**config.mk**
```make
export PLATFORM = sky130hd
export DESIGN_NAME = uart8_transmitter_flat
export DESIGN_NICKNAME = d
export VERILOG_FILES = /design/src/rtl/uart8_transmitter_if.sv /design/src/rtl/uart8_transmitter.sv /design/src/flat_wrapper.sv
export SDC_FILE = /design/constraint.sdc
export NUM_CORES = 1
export LEC_CHECK = 0
export ABC_AREA = 0
export BUFFER_PORTS_ARGS = -buffer_cell sky130_fd_sc_hd__buf_2
export CORE_MARGIN = 3
export CORE_UTILIZATION = 45
export DETAILED_ROUTE_END_ITERATION = 10
export GPL_ROUTABILITY_DRIVEN = 0
export PLACE_DENSITY = 0.61
export SYNTH_ARGS = -nofsm -noshare
export SYNTH_HDL_FRONTEND = slang
export SYNTH_SLANG_ARGS = --single-unit
export TNS_END_PERCENT = 5
```
**constraint.sdc**
```tcl
create_clock -name clk -period 5.6 [get_ports clk]
set_clock_uncertainty 0.15 [all_clocks]
set_input_delay 0.84 -clock clk [delete_from_list [all_inputs] [get_ports clk]]
set_output_delay 0.84 -clock clk [all_outputs]
set_load 0.02 [all_outputs]
```
**src/rtl/uart8_transmitter_if.sv**
```systemverilog
// Transmit-side bundle of the 8N1-style UART transmitter.
//   en    : chip enable; low aborts any frame and holds the block idle
//   start : request to send, sampled only while idle
//   in    : payload word, latched when a frame is accepted
//   out   : registered tx line, idle-high
//   done  : one-clock pulse when a frame ends
//   busy  : high while a frame is in progress
// master drives the request side, slave is the transmitter.
interface uart8_transmitter_if #(
    parameter int unsigned DATA_BITS = 8
);
    logic                 en;
    logic                 start;
    logic [DATA_BITS-1:0] in;
    logic                 out;
    logic                 done;
    logic                 busy;

    modport master (
        output en,
        output start,
        output in,
        input  out,
        input  done,
        input  busy
    );

    modport slave (
        input  en,
        input  start,
        input  in,
        output out,
        output done,
        output busy
    );
endinterface

```
**src/rtl/uart8_transmitter.sv**
```systemverilog
// UART transmitter: start bit, DATA_BITS payload bits LSB first, then
// STOP_BITS stop bits, each bit held for OVERSAMPLING clocks.
//   clk : oversampled baud clock (OVERSAMPLING x bit rate)
//   rst : asynchronous active-high reset
//   bus : slave side of uart8_transmitter_if (en/start/in in, out/done/busy out)
module uart8_transmitter #(
    parameter int unsigned OVERSAMPLING = 16,
    parameter int unsigned DATA_BITS    = 8,
    parameter int unsigned STOP_BITS    = 1
) (
    input  logic                 clk,
    input  logic                 rst,
    uart8_transmitter_if.slave   bus
);
    localparam int unsigned CNT_W = $clog2(OVERSAMPLING);
    localparam int unsigned IDX_W = $clog2(DATA_BITS);
    localparam logic [CNT_W-1:0] CNT_LAST  = CNT_W'(OVERSAMPLING - 1);
    localparam logic [IDX_W-1:0] IDX_LAST  = IDX_W'(DATA_BITS - 1);
    localparam logic [IDX_W-1:0] STOP_LAST = IDX_W'(STOP_BITS - 1);

    typedef enum logic [1:0] {
        STATE_IDLE      = 2'd0,
        STATE_START_BIT = 2'd1,
        STATE_DATA_BITS = 2'd2,
        STATE_STOP_BIT  = 2'd3
    } state_t;

    state_t               state;
    logic [CNT_W-1:0]     cnt;
    logic [IDX_W-1:0]     idx;
    logic [DATA_BITS-1:0] data;
    logic                 out_r;
    logic                 busy_r;
    logic                 done_r;

    logic                 last_tick;
    logic [IDX_W-1:0]     next_idx;

    assign last_tick = (cnt == CNT_LAST);
    assign next_idx  = idx + IDX_W'(1);

    assign bus.out  = out_r;
    assign bus.busy = busy_r;
    assign bus.done = done_r;

    // Frame sequencer; idx doubles as the stop-bit counter once data is sent.
    always_ff @(posedge clk or posedge rst) begin
        if (rst) begin
            state  <= STATE_IDLE;
            cnt    <= '0;
            idx    <= '0;
            data   <= '0;
            out_r  <= 1'b1;
            busy_r <= 1'b0;
            done_r <= 1'b0;
        end else begin
            done_r <= 1'b0;
            if (!bus.en) begin
                state  <= STATE_IDLE;
                cnt    <= '0;
                idx    <= '0;
                out_r  <= 1'b1;
                busy_r <= 1'b0;
            end else begin
                case (state)
                    STATE_IDLE: begin
                        out_r  <= 1'b1;
                        busy_r <= 1'b0;
                        if (bus.start) begin
                            data   <= bus.in;
                            out_r  <= 1'b0;
                            busy_r <= 1'b1;
                            cnt    <= '0;
                            idx    <= '0;
                            state  <= STATE_START_BIT;
                        end
                    end
                    STATE_START_BIT: begin
                        cnt <= cnt + CNT_W'(1);
                        if (last_tick) begin
                            out_r <= data[0];
                            state <= STATE_DATA_BITS;
                        end
                    end
                    STATE_DATA_BITS: begin
                        cnt <= cnt + CNT_W'(1);
                        if (last_tick) begin
                            // idx wraps to 0 after the last bit, ready to count stop bits
                            idx <= next_idx;
                            if (idx == IDX_LAST) begin
                                out_r <= 1'b1;
                                state <= STATE_STOP_BIT;
                            end else begin
                                out_r <= data[next_idx];
                            end
                        end
                    end
                    STATE_STOP_BIT: begin
                        cnt <= cnt + CNT_W'(1);
                        if (last_tick) begin
                            if (idx == STOP_LAST) begin
                                idx    <= '0;
                                busy_r <= 1'b0;
                                done_r <= 1'b1;
                                state  <= STATE_IDLE;
                            end else begin
                                idx <= next_idx;
                            end
                        end
                    end
                    default: begin
                        state  <= STATE_IDLE;
                        cnt    <= '0;
                        idx    <= '0;
                        out_r  <= 1'b1;
                        busy_r <= 1'b0;
                    end
                endcase
            end
        end
    end
endmodule

```
**src/flat_wrapper.sv**
```systemverilog
// flat-port wrapper written by rule: the top's interface ports become plain ports
module uart8_transmitter_flat 
#(
    parameter int unsigned OVERSAMPLING = 16,
    parameter int unsigned DATA_BITS    = 8,
    parameter int unsigned STOP_BITS    = 1
)
  (clk, rst, bus_en, bus_start, bus_in, bus_out, bus_done, bus_busy);
  uart8_transmitter_if #(.DATA_BITS(DATA_BITS)) bus_i ();
  input  logic clk;
  input  logic rst;
  input wire logic [$bits(bus_i.en)-1:0] bus_en;
  input wire logic [$bits(bus_i.start)-1:0] bus_start;
  input wire logic [$bits(bus_i.in)-1:0] bus_in;
  output wire logic [$bits(bus_i.out)-1:0] bus_out;
  output wire logic [$bits(bus_i.done)-1:0] bus_done;
  output wire logic [$bits(bus_i.busy)-1:0] bus_busy;
  assign bus_i.en = bus_en;
  assign bus_i.start = bus_start;
  assign bus_i.in = bus_in;
  assign bus_out = bus_i.out;
  assign bus_done = bus_i.done;
  assign bus_busy = bus_i.busy;
  uart8_transmitter #(.OVERSAMPLING(OVERSAMPLING), .DATA_BITS(DATA_BITS), .STOP_BITS(STOP_BITS)) u_core (.clk(clk), .rst(rst), .bus(bus_i));
endmodule
```
Yosys cells after proc, flatten, opt, wreduce, memory -nomap -nowiden:

Index checks and enable logic that the tools add are counted.

* register bits: 20
* bits of input ports: 12
* output and inout bits: 3
* logic and storage cells: 66

* add/subtract/negate cells: 2
* $lt $le $gt $ge: 1
* equality and inequality tests: 14
* mux-type cells: 34
* reduce and logical (&&, ||, !) cells: 8

Operator list (number)
* 2-to-1 mux 3 bit: 5
* != test 3 x 2 -> 1 bit, second input constant: 5
* 2-to-1 mux 1 bit: 14
* 2-to-1 mux 2 bit: 7
* case mux 3 bit (3 select lines): 1
* AND reduction 3 bit: 3
* 2-to-1 mux 4 bit: 2
* != test 4 x 1 -> 1 bit, second input constant: 2
* case mux 2 bit (4 select lines): 1
* case mux 4 bit (2 select lines): 1
* AND reduction 6 bit: 1
* adder 4 x 1 -> 4 bit, second input constant: 1
* == test 2 bit, second input constant: 2
* == test 4 bit, second input constant: 1
* < comparator 3 x 4 -> 1 bit, second input constant: 1
* AND reduction 4 bit: 1
* adder 3 x 1 -> 3 bit, second input constant: 1
* binary-select mux 1 bit (select 3 bit): 1
* == test 3 bit, second input constant: 1
* zero test 3 bit: 1
* != test 3 x 1 -> 1 bit, second input constant: 1
* != test 3 bit, second input constant: 1
* case mux 1 bit (3 select lines): 1
* OR reduction 3 bit: 1
* other kinds (3): 3

Logic depth before layout (Yosys ltp):

Gate-level depths: netlist of the first run.

* depth after elaboration: 7
* depth in mapped cells: 7
* mapped depth without buffers: 6

Worst setup path before layout of the first run:

No wires, ideal clock.

* kind: reg-to-reg
* start point: register u_core.idx[0]
* end point: register u_core.out_r, in the netlist u_core.bus.out
* library setup time: 80 ps
* data arrival time: 1858 ps
* data required time: 5370 ps
* path slack: 3512 ps
* cell stages (with the launch flop): 7
* buffers on the path: 0
* clock period less this slack: 2088 ps
* path through: dfrtp_1 -> ha_1 -> ha_1 -> mux4_2 -> o22ai_1 -> o21ai_1 -> a32o_1

* word-level cells in the longest chain between the ends: 7
* elaborated cells between the ends (all ways): 8
* classes of those cells: 1 x add/sub; 1 x eq/ne; 6 x mux

RTL lines
* start, declared: RTL line uart8_transmitter.sv:30 `logic [IDX_W-1:0] idx;`
* start signal, assigned: RTL line uart8_transmitter.sv:89 `idx <= next_idx;`
* start signal, assigned: RTL line uart8_transmitter.sv:107 `idx <= next_idx;`
* adder 3 x 1 -> 3 bit: RTL line uart8_transmitter.sv:40 `assign next_idx = idx + IDX_W'(1);`
* binary-select mux 1 bit (select 3 bit): RTL line uart8_transmitter.sv:94 `out_r <= data[next_idx];`
* 2-to-1 mux 1 bit (not written as such): RTL line uart8_transmitter.sv:94
* 2-to-1 mux 1 bit (*): RTL line uart8_transmitter.sv:90 `if (idx == IDX_LAST) begin`
* 2-to-1 mux 1 bit (*): RTL line uart8_transmitter.sv:87 `if (last_tick) begin`
* case mux 1 bit (3 select lines) (*): RTL line uart8_transmitter.sv:65 `case (state)`
* 2-to-1 mux 1 bit (*): RTL line uart8_transmitter.sv:58 `if (!bus.en) begin`
* end signal, assigned: RTL line uart8_transmitter.sv:81 `out_r <= data[0];`
* end signal, assigned: RTL line uart8_transmitter.sv:94
* end, declared: RTL line uart8_transmitter.sv:32 `logic out_r;`

Every way passes the cells marked *; elsewhere a longest branch is shown, timed or not. The select of a mux whose other input is x is not followed.
A chain may end at the register's enable or synchronous reset.

Worst setup path after layout of the first run:

Same ends and word-level chain as after synthesis.

==> results.cfg, run 1 <==
[status]
outcome = finished, final reports clean

[synth]
synth_area_leaders = sky130_fd_sc_hd__dfrtp_1 (42%), sky130_fd_sc_hd__mux2_2 (11%), sky130_fd_sc_hd__ha_1 (8.8%)
synth-seq-area-share = 0.444
yosys.cell_types.count = 33
ys.flop_type = sky130_fd_sc_hd__dfrtp_1
postSynthRegisterBits = 20
syn-cell-area_sq_um = 1130
synth-simple-area-share = 0.149
ys_async_sr_fraction = 1.00
muxShareOfSynthArea = 0.174
post-synth-top-area-cell = sky130_fd_sc_hd__dfrtp_1
netlist_instances = 103
synth.avg_cell_area_sq_um = 11.0
synth-compound-area-share = 0.105
synth_edf_count = 0
synth-xor-area-share = 0.00774
nets_in_the_synthesized_netlist = 123
synthAdderAreaFrac = 0.0885
synth-warning-count = 0
yosys.area.top_type_share = 0.420
combinational_family_with_the_most_area_after_synthesis = multiplexers

[setup_path]
critPathRequiredTime_ns = 5.70
crit_fanout = 7
end_kind = flop
crit_arrival_ns = 2.28
crit_path_start_kind = flop
worst-setup-path-type = flop to flop

[worst_hold_path]
min_path_type = flop to flop

[floorplanning]
dieWidth_um = 56.1
coreArea_sq_um = 2300
initial_utilization = 0.492
die_area_sq_um = 3150
die_h_um = 56.1
io_pins = 15
rows = 17

[sta]
timing.final.max_slew_violations = 0
fin_crit_ns = 2.18
grt_setup_unrepaired = false
finalHoldViolations = 0
slew_headroom = 0.507
min_hold_slack_ns = 0.370
achievable-frequency_ghz = 0.458
setup_total_negative_slack_ns = 0
final-setup-viol-count = 0
final_period_utilization = 0.390
max_slew.worst_pin.slew_ns = 0.739

[grt]
antenna_found_initial = 0
grt_pass1_wl_um = 3570
grt_start_max_net_pins = 21
first_global_vias = 768
overflow = 0
grtUsageTotal = 0.144

[clock_tree]
cts_tree = yes
cts_max_level = 1
numCtsBuffers = 3
clk-insertion-delay-late_ns = 0.30
ctsHoldBuffers = 0
clock-root-buffer = sky130_fd_sc_hd__clkbuf_4
path_clk_slew_ns = 0.12
total_setup_buffers_inserted_after_cts = 0
cts_buffer_depth = 2
post_cts_resize_count = 0
number_of_sinks_driven_by_the_clock_tree = 20

[finish]
multi_input_gate_area_in_the_final_layout_sq_um = 593
area.sequential_sq_um = 502
commonest_non_fill_non_tap_cell_in_the_layout = sky130_fd_sc_hd__dfrtp_1
final_layout_size_suffix_gt1_frac = 0.303
num_antenna_cells = 0
fill_cells = 216
area_growth_syn_to_layout_pct = 13.1
nets = 140
most_frequent_cells_in_the_layout = sky130_fd_sc_hd__dfrtp_1 (19), sky130_fd_sc_hd__buf_2 (14), sky130_fd_sc_hd__mux2_2 (11), sky130_fd_sc_hd__nor2_1 (10), sky130_fd_sc_hd__ha_1 (8)

[route]
detail_route.drc_violations = 0
num_vias = 791
avgRoutedWirePerCell_um = 14.0
antenna_violating_nets_post_route = 0
drt_pass1_iterations = 4
drt_first_iter_violations = 16
detail_route.wirelength_um = 2060
drt-vias-per-instance = 5.38

[pwr]
final_power_w = 0.000599
power_leakage_nw = 0.617
ir_drop_mv = 0.256
powerDensity_nw_per_um2 = 469

[placed_design]
hpwl_um = 1590
numPortBuffers = 14

[flow_run]
cap_viol_max_count = 0
==> cell type report <==
cell class                 count  area share
multi-input combinational     74       0.464
sequential                    20       0.392
timing repair buffer          14      0.0548
tap                           28      0.0274
clock inverter                 1      0.0235
inverter                       7      0.0205
clock buffer                   3      0.0176
==> through the flow <==
| stage | utilization | area (sq um) | worst slack (ns) | std cells |
|---|---|---|---|---|
| after floorplan | - | 1130 | 3.51 | 103 |
| after global placement | 0.534 | 1230 | 3.46 | 143 |
| after CTS | 0.557 | 1280 | 3.41 | 147 |
| after global routing | 0.557 | 1280 | 3.28 | 147 |
| final | 0.557 | 1280 | 3.42 | 147 |
| after detailed placement | 0.534 | 1230 | 3.43 | 143 |
==> final timing paths <==
path / from / endpoint / slack [ns] / cells after the start
min in group asynchronous: rst / u_core.data[1] / 0.49 / 2
max: u_core.idx[0] / u_core.bus.out / 3.42 / 6
max reg2reg: u_core.idx[0] / u_core.bus.out / 3.42 / 6
min reg2reg: u_core.data[2] / u_core.data[2] / 0.37 / 1
max in group asynchronous: rst / u_core.cnt[2] / 4.35 / 2
min: u_core.data[2] / u_core.data[2] / 0.37 / 1
==> state kept, by name, indices dropped and copies added (netlist names) <==
name / cells
u_core.cnt: 4
u_core.idx: 3
u_core.bus.done: 1
u_core.bus.busy: 1
u_core.state: 2
u_core.bus.out: 1
u_core.data: 8
==> cells by family after synthesis <==
| group | after synthesis |
|---|---|
| flops | 20 |
| xor+xnor | 1 |
| buf+inv | 9 |
| fa+ha+maj | 8 |
| simple gates | 31 |
| mux | 17 |
| compound gates | 17 |
==> routing by layer <==
layer | global-route usage | part of all wire
met3 | 0.0348 | 0.038
met1 | 0.197 | 0.48
met4 | 0.0407 | 0.0082
met5 | 0 | 0
met2 | 0.225 | 0.47
==> cell usage after synthesis, types with 2 or more instances <==
cell	number
sky130_fd_sc_hd__o21ai_0	3
sky130_fd_sc_hd__mux2_2	11
sky130_fd_sc_hd__nor2b_1	2
sky130_fd_sc_hd__a21oi_1	5
sky130_fd_sc_hd__inv_1	7
sky130_fd_sc_hd__nand3b_1	2
sky130_fd_sc_hd__ha_1	8
sky130_fd_sc_hd__nand3_1	3
sky130_fd_sc_hd__buf_2	2
sky130_fd_sc_hd__nand2_1	5
sky130_fd_sc_hd__nand2b_1	2
sky130_fd_sc_hd__nor2_1	10
sky130_fd_sc_hd__dfrtp_1	19
sky130_fd_sc_hd__mux2i_1	5
==> power breakdown <==
group,switching (W),total (W),internal [W]
combinational,0.000125,0.000251,0.000125
sequential,0.0000349,0.000229,0.000195
clock,0.0000468,0.000119,0.0000723
total,0.000207,0.000599,0.000392
==> critical path, stage by stage, from the launching register on <==
cell and delay [ns]:
sky130_fd_sc_hd__dfrtp_1 0.46, sky130_fd_sc_hd__ha_1 0.23, sky130_fd_sc_hd__ha_1 0.36, sky130_fd_sc_hd__mux4_2 0.51, sky130_fd_sc_hd__o22ai_1 0.13, sky130_fd_sc_hd__o21ai_1 0.07
sky130_fd_sc_hd__a32o_1 0.22
Note: power is estimated with default switching activity, not from simulation.
==> inputs of run 2 (changes only) <==
ABC_AREA = 1   (was 0)
clock period = 2.1 ns   (was 5.6 ns; I/O delays follow)
==> results.cfg, run 2 <==
[status]
outcome = finished, final reports clean

[route]
detail_route.wirelength_um = 2040
met2_wirelength_um = 939
route.met3.wl_um = 89
avgRoutedWirePerCell_um = 12.4
detail_route.drc_violations = 0
drt-met1-wl_um = 965
drt_first_iter_violations = 29
routed.top_layer = met4
antenna_violating_nets_post_route = 0
drt_pass1_iterations = 4
drt-vias-per-instance = 5.27
num_vias = 864

[clock_tree]
post_cts_resize_count = 0
clk-insertion-delay-late_ns = 0.31
path_clk_slew_ns = 0.12
cts_tree = yes
cts_buffer_depth = 2
number_of_sinks_driven_by_the_clock_tree = 20
cts_max_level = 1
clock-root-buffer = sky130_fd_sc_hd__clkbuf_4
numCtsBuffers = 3

[sta]
final-setup-viol-count = 0
fin_crit_ns = 1.79
achievable-frequency_ghz = 0.558
timing.final.max_slew_violations = 0
grt_setup_unrepaired = false
final_period_utilization = 0.853
max_slew.worst_pin.slew_ns = 0.732
finalHoldViolations = 0
setup_total_negative_slack_ns = 0
slew_headroom = 0.512

[placed_design]
hpwl_um = 1610
dpl.cell_count = 159
numPortBuffers = 14

[synth]
commonest_cells_post_synth = sky130_fd_sc_hd__nand2_1 (28), sky130_fd_sc_hd__dfrtp_1 (19), sky130_fd_sc_hd__inv_1 (11)
postSynthRegisterBits = 20
nets_in_the_synthesized_netlist = 138
synth_area_leaders = sky130_fd_sc_hd__dfrtp_1 (43%), sky130_fd_sc_hd__nand2_1 (9.5%), sky130_fd_sc_hd__mux2_2 (9.2%)
synth-seq-area-share = 0.455
yosys.area.top_type_share = 0.431
netlist_instances = 118
yosys.cell_types.count = 26
syn-cell-area_sq_um = 1100
synth_edf_count = 0
post-synth-top-area-cell = sky130_fd_sc_hd__dfrtp_1
ys_async_sr_fraction = 1.00
ys.flop_type = sky130_fd_sc_hd__dfrtp_1
most_used_standard_cell_by_instance_count_after_synthesis = sky130_fd_sc_hd__nand2_1
synth-warning-count = 0
synth.avg_cell_area_sq_um = 9.35

[worst_hold_path]
hp-start = bus_in[2]
min_path_type = input pin to flop

[setup_path]
critical-path-max-stage-delay_ns = 0.41
critPathRequiredTime_ns = 2.15
critPathLaunch = u_core.state[0]
worstPathCellList = inv_1 > ha_1 > inv_1 > nand2_1 > o211ai_1 > mux2_2
r2r-start = u_core.state[0]
timing.critical_path.mode_cell = sky130_fd_sc_hd__inv_1
crit_path_start_kind = flop
crit_slowest_cell = sky130_fd_sc_hd__dfrtp_1
crit_arrival_ns = 1.84
crit_fanout = 4
end_kind = flop
worst-setup-path-type = flop to flop

[grt]
grtUsageTotal = 0.150
first_global_vias = 864
antenna_found_initial = 0
grt_pass1_wl_um = 3710
overflow = 0
grt_start_max_net_pins = 21

[floorplanning]
die_area_sq_um = 3080
rows = 17
dieWidth_um = 55.5
coreArea_sq_um = 2280
io_pins = 15
initial_utilization = 0.485
die_h_um = 55.5

[finish]
nets = 157
commonest_non_fill_non_tap_cell_in_the_layout = sky130_fd_sc_hd__nand2_1
area_growth_syn_to_layout_pct = 14.2
largest_register = u_core.data
layout_top_registers = u_core.data: 8 flops, u_core.cnt: 4 flops, u_core.idx: 3 flops
num_antenna_cells = 0
most_frequent_cells_in_the_layout = sky130_fd_sc_hd__nand2_1 (28), sky130_fd_sc_hd__dfrtp_1 (19), sky130_fd_sc_hd__buf_2 (14), sky130_fd_sc_hd__inv_1 (11)
final_layout_size_suffix_gt1_frac = 0.257
layoutNonFillerInstCount = 164
largest_register_ff_count = 8

[flow_run]
cap_viol_max_count = 0

[pwr]
internal_power_w = 0.00103
powerDensity_nw_per_um2 = 1300
power_leakage_nw = 0.639
pwr-share-seq = 0.390
power.combinational.fraction = 0.415
ir_drop_mv = 0.664
clock_power_share = 0.195
switching_share = 0.375
total_switching_power_w = 0.000616
-- run 2: logic make-up after synthesis --
logic type | share of synthesized area
AOI/OAI and AO/OA | 0.0975
xor gates and xnor gates | 0.0159
adders and majority gates | 0.0907
buffers and inverters | 0.0601
DFF | 0.455
muxes | 0.0918
and+or+nand+nor | 0.189
-- run 2: metrics by stage --
stage	hold WS (ns)	instance area [sq um]	power, W	setup WS, ns	utilization
6_report	0.0740	1260	0.00164	0.309	0.554
5_1_grt	0.0593	1260	0.00179	0.135	0.554
4_1_cts	0.0717	1260	0.00166	0.299	0.554
3_5_place_dp	0.339	1200	0.00133	0.319	0.526
3_3_place_gp	0.308	1200	0.00131	0.374	0.526
2_1_floorplan	0.128	1100	0.00117	0.443	-
-- run 2: power groups by stage --
stage	registers, W	clock network, W	logic [W]
final	0.000640	0.000320	0.000682
after global routing	0.000664	0.000346	0.000781
after CTS	0.000644	0.000327	0.000690
after detailed placement	0.000652	0	0.000680
after global placement	0.000645	0	0.000663
after floorplan	0.000640	0	0.000526
-- run 2: timing repair --
| action | 4_1_cts | 5_1_grt |
|---|---|---|
| hold buffers | 1 | 0 |
| buffers inserted | 0 | 0 |
| hold endpoints to repair | 19 | 0 |
| endpoints found under the setup margin | 0 | 0 |
-- run 2: final timing paths --
check,slack (ns),cells past startpoint,end
worst max-delay path,0.31,6,u_core.bus.busy
min in group asynchronous,0.50,3,u_core.data[0]
worst min-delay path,0.07,2,u_core.data[2]
worst max register to register,0.31,6,u_core.bus.busy
max in group asynchronous,0.83,3,u_core.cnt[1]
worst min register to register,0.35,2,u_core.bus.out
-- run 2: cell type report --
type | instances | area, sq um
fillers | 205 | 1020
multi-input cells | 83 | 536
flip-flops and latches | 20 | 502
repair buffers | 15 | 80.1
inverters | 14 | 55.1
well taps | 28 | 35.0
clock inverters | 1 | 30.0
clock buffers | 3 | 22.5
-- run 2: worst max-delay path, delay by kind of cell, from the launching register on --
kind / cells / cell delay (ns)
DFF: 1 / 0.41
buffers and inverters: 2 / 0.23
and+or+nand+nor: 1 / 0.12
adders and majority gates: 1 / 0.24
AOI/OAI and AO/OA: 1 / 0.19
muxes: 1 / 0.35
-- run 2: per-layer routing --
metal	up-vias	global-route usage
met5	-	0
met4	0	0.0625
met3	5	0.0210
met2	24	0.238
met1	404	0.203
li1	431	-
==> inputs of run 3 (changes only) <==
ABC_AREA = unset   (was 1)
==> results.cfg, run 3 (same netlist as run 1, synthesis figures left out) <==
[status]
outcome = complete, but fails checks
violated_checks = hold timing

[floorplanning]
initial_utilization = 0.492
die_area_sq_um = 3150
dieWidth_um = 56.1
die_h_um = 56.1
coreArea_sq_um = 2300
io_pins = 15
rows = 17

[finish]
layout_top_registers = u_core.data: 8 flops, u_core.cnt: 4 flops, u_core.idx: 3 flops
most_frequent_cells_in_the_layout = sky130_fd_sc_hd__dfrtp_1 (19), sky130_fd_sc_hd__buf_2 (14), sky130_fd_sc_hd__mux2_2 (11), sky130_fd_sc_hd__nor2_1 (10), sky130_fd_sc_hd__inv_1 (7)
nets = 144
commonest_non_fill_non_tap_cell_in_the_layout = sky130_fd_sc_hd__dfrtp_1
final_core_util = 0.569
largest_register_ff_count = 8
area_growth_syn_to_layout_pct = 15.6
num_antenna_cells = 0
final_layout_size_suffix_gt1_frac = 0.341
largest_register = u_core.data

[setup_path]
critPathRequiredTime_ns = 2.18
path_delay_family = adder cells
worst-setup-path-type = flop to flop
crit_fanout = 3
critical-path-max-stage-delay_ns = 0.48
timing.critical_path.buf_inv = 0
end_kind = flop
crit_slowest_cell = sky130_fd_sc_hd__mux4_2
crit_path_start_kind = flop
worstPathCellList = ha_2 > ha_4 > mux4_2 > o22ai_1 > o21ai_1 > a32o_1
crit_arrival_ns = 2.09

[sta]
finalHoldViolations = 19
final-setup-viol-count = 0
min_hold_slack_ns = -0.0115
max_slew.worst_pin.slew_ns = 0.765
final_period_utilization = 0.954
setup_total_negative_slack_ns = 0
grt_setup_unrepaired = false
timing.final.max_slew_violations = 0
achievable-frequency_ghz = 0.499
fin_crit_ns = 2.00
slew_headroom = 0.489

[clock_tree]
number_of_sinks_driven_by_the_clock_tree = 20
ctsHoldBuffers = 0
numCtsBuffers = 3
path_clk_slew_ns = 0.11
clk-insertion-delay-late_ns = 0.29
clock-root-buffer = sky130_fd_sc_hd__clkbuf_4
cts_buffer_depth = 2
cts_tree = yes
cts_max_level = 1

[placed_design]
hpwl_um = 1610
numPortBuffers = 14

[grt]
antenna_found_initial = 0
grt_pass1_wl_um = 3730
grt_start_max_net_pins = 21
overflow = 0
first_global_vias = 777
grtUsageTotal = 0.148

[route]
num_vias = 815
avgRoutedWirePerCell_um = 13.8
drt_first_iter_violations = 13
drt_pass1_iterations = 4
drt-vias-per-instance = 5.40
detail_route.wirelength_um = 2090
detail_route.drc_violations = 0
antenna_violating_nets_post_route = 0

[pwr]
pwr-share-seq = 0.394
powerDensity_nw_per_um2 = 1170
internal_power_w = 0.000984
switching_share = 0.358
clock_power_share = 0.144
ir_drop_mv = 0.666
total_switching_power_w = 0.000550
power_leakage_nw = 0.624
power.combinational.fraction = 0.462

[flow_run]
cap_viol_max_count = 0

[worst_hold_path]
min_path_type = input pin to asynchronous set/reset pin
## run 3: changes by cell type in the layout (fill, tap and decap cells not counted), moves of 3 or more
cell and delta:
sky130_fd_sc_hd__buf_4 +4, sky130_fd_sc_hd__inv_1 -4, sky130_fd_sc_hd__mux2i_1 +5, sky130_fd_sc_hd__a21oi_1 -3
sky130_fd_sc_hd__nor2_1 +7, sky130_fd_sc_hd__nand2_1 -23, sky130_fd_sc_hd__nand3_1 -6
## run 3: worst paths after layout
kind	start	cells after the start	endpoint	slack [ns]
setup / recovery	u_core.idx[0]	6	u_core.bus.out	0.1
hold / removal	rst	2	u_core.data[0]	-0.01
setup reg to reg	u_core.idx[0]	6	u_core.bus.out	0.1
hold reg to reg	u_core.data[2]	1	u_core.data[2]	0.37
max in group asynchronous	rst	2	u_core.data[6]	1.34
min in group clk	bus_in[0]	2	u_core.data[0]	0.10
## run 3: timing repair
action / 4_1_cts / 5_1_grt
resized for setup: 0 / 2
endpoints found under the setup margin: 0 / 1
buffers inserted: 0 / 1
hold endpoints to repair: 0 / 0
## run 3: area by class of cell
class	instances	area (sq um)
repair buffers	18	100
fillers	200	990
clock buffers	4	36.3
multi-input cells	74	608
flip-flops and latches	20	502
inverters	7	26.3
well taps	28	35.0
## run 3: worst reg2reg max path: stages, from the launching register on
cell                      delay (ns)
sky130_fd_sc_hd__dfrtp_1        0.40
sky130_fd_sc_hd__ha_2           0.21
sky130_fd_sc_hd__ha_4           0.28
sky130_fd_sc_hd__mux4_2         0.48
sky130_fd_sc_hd__o22ai_1        0.13
sky130_fd_sc_hd__o21ai_1        0.07
sky130_fd_sc_hd__a32o_1         0.22
## run 3: power groups by stage
stage	Clock (W)	Sequential (W)	Combinational, W
after floorplan	0	0.000608	0.000535
after global placement	0	0.000612	0.000684
after detailed placement	0	0.000614	0.000698
after CTS	0.000231	0.000606	0.000701
after global routing	0.000255	0.000626	0.000792
final	0.000221	0.000605	0.000708
## run 3: per-layer routing
layer,vias to the layer above,wire [um],GRT usage,part of all wire
li1,406,-,-,-
met1,394,1050,0.214,0.50
met2,13,955,0.222,0.46
met3,2,70,0.0302,0.033
met4,0,17,0.0407,0.0081
met5,-,0,0,0
## run 3: through the flow
step | std cells | total power, W | hold slack (ns) | instance area (sq um) | worst slack, ns
3_3_place_gp | 146 | 0.00130 | 0.328 | 1250 | 0.0806
2_1_floorplan | 103 | 0.00114 | 0.128 | 1130 | 0.0125
3_5_place_dp | 146 | 0.00131 | 0.339 | 1250 | 0.0375
6_report | 151 | 0.00153 | -0.0115 | 1310 | 0.0971
4_1_cts | 150 | 0.00154 | 0.00315 | 1280 | 0.0244
5_1_grt | 151 | 0.00167 | 0.0318 | 1310 | 0.0226
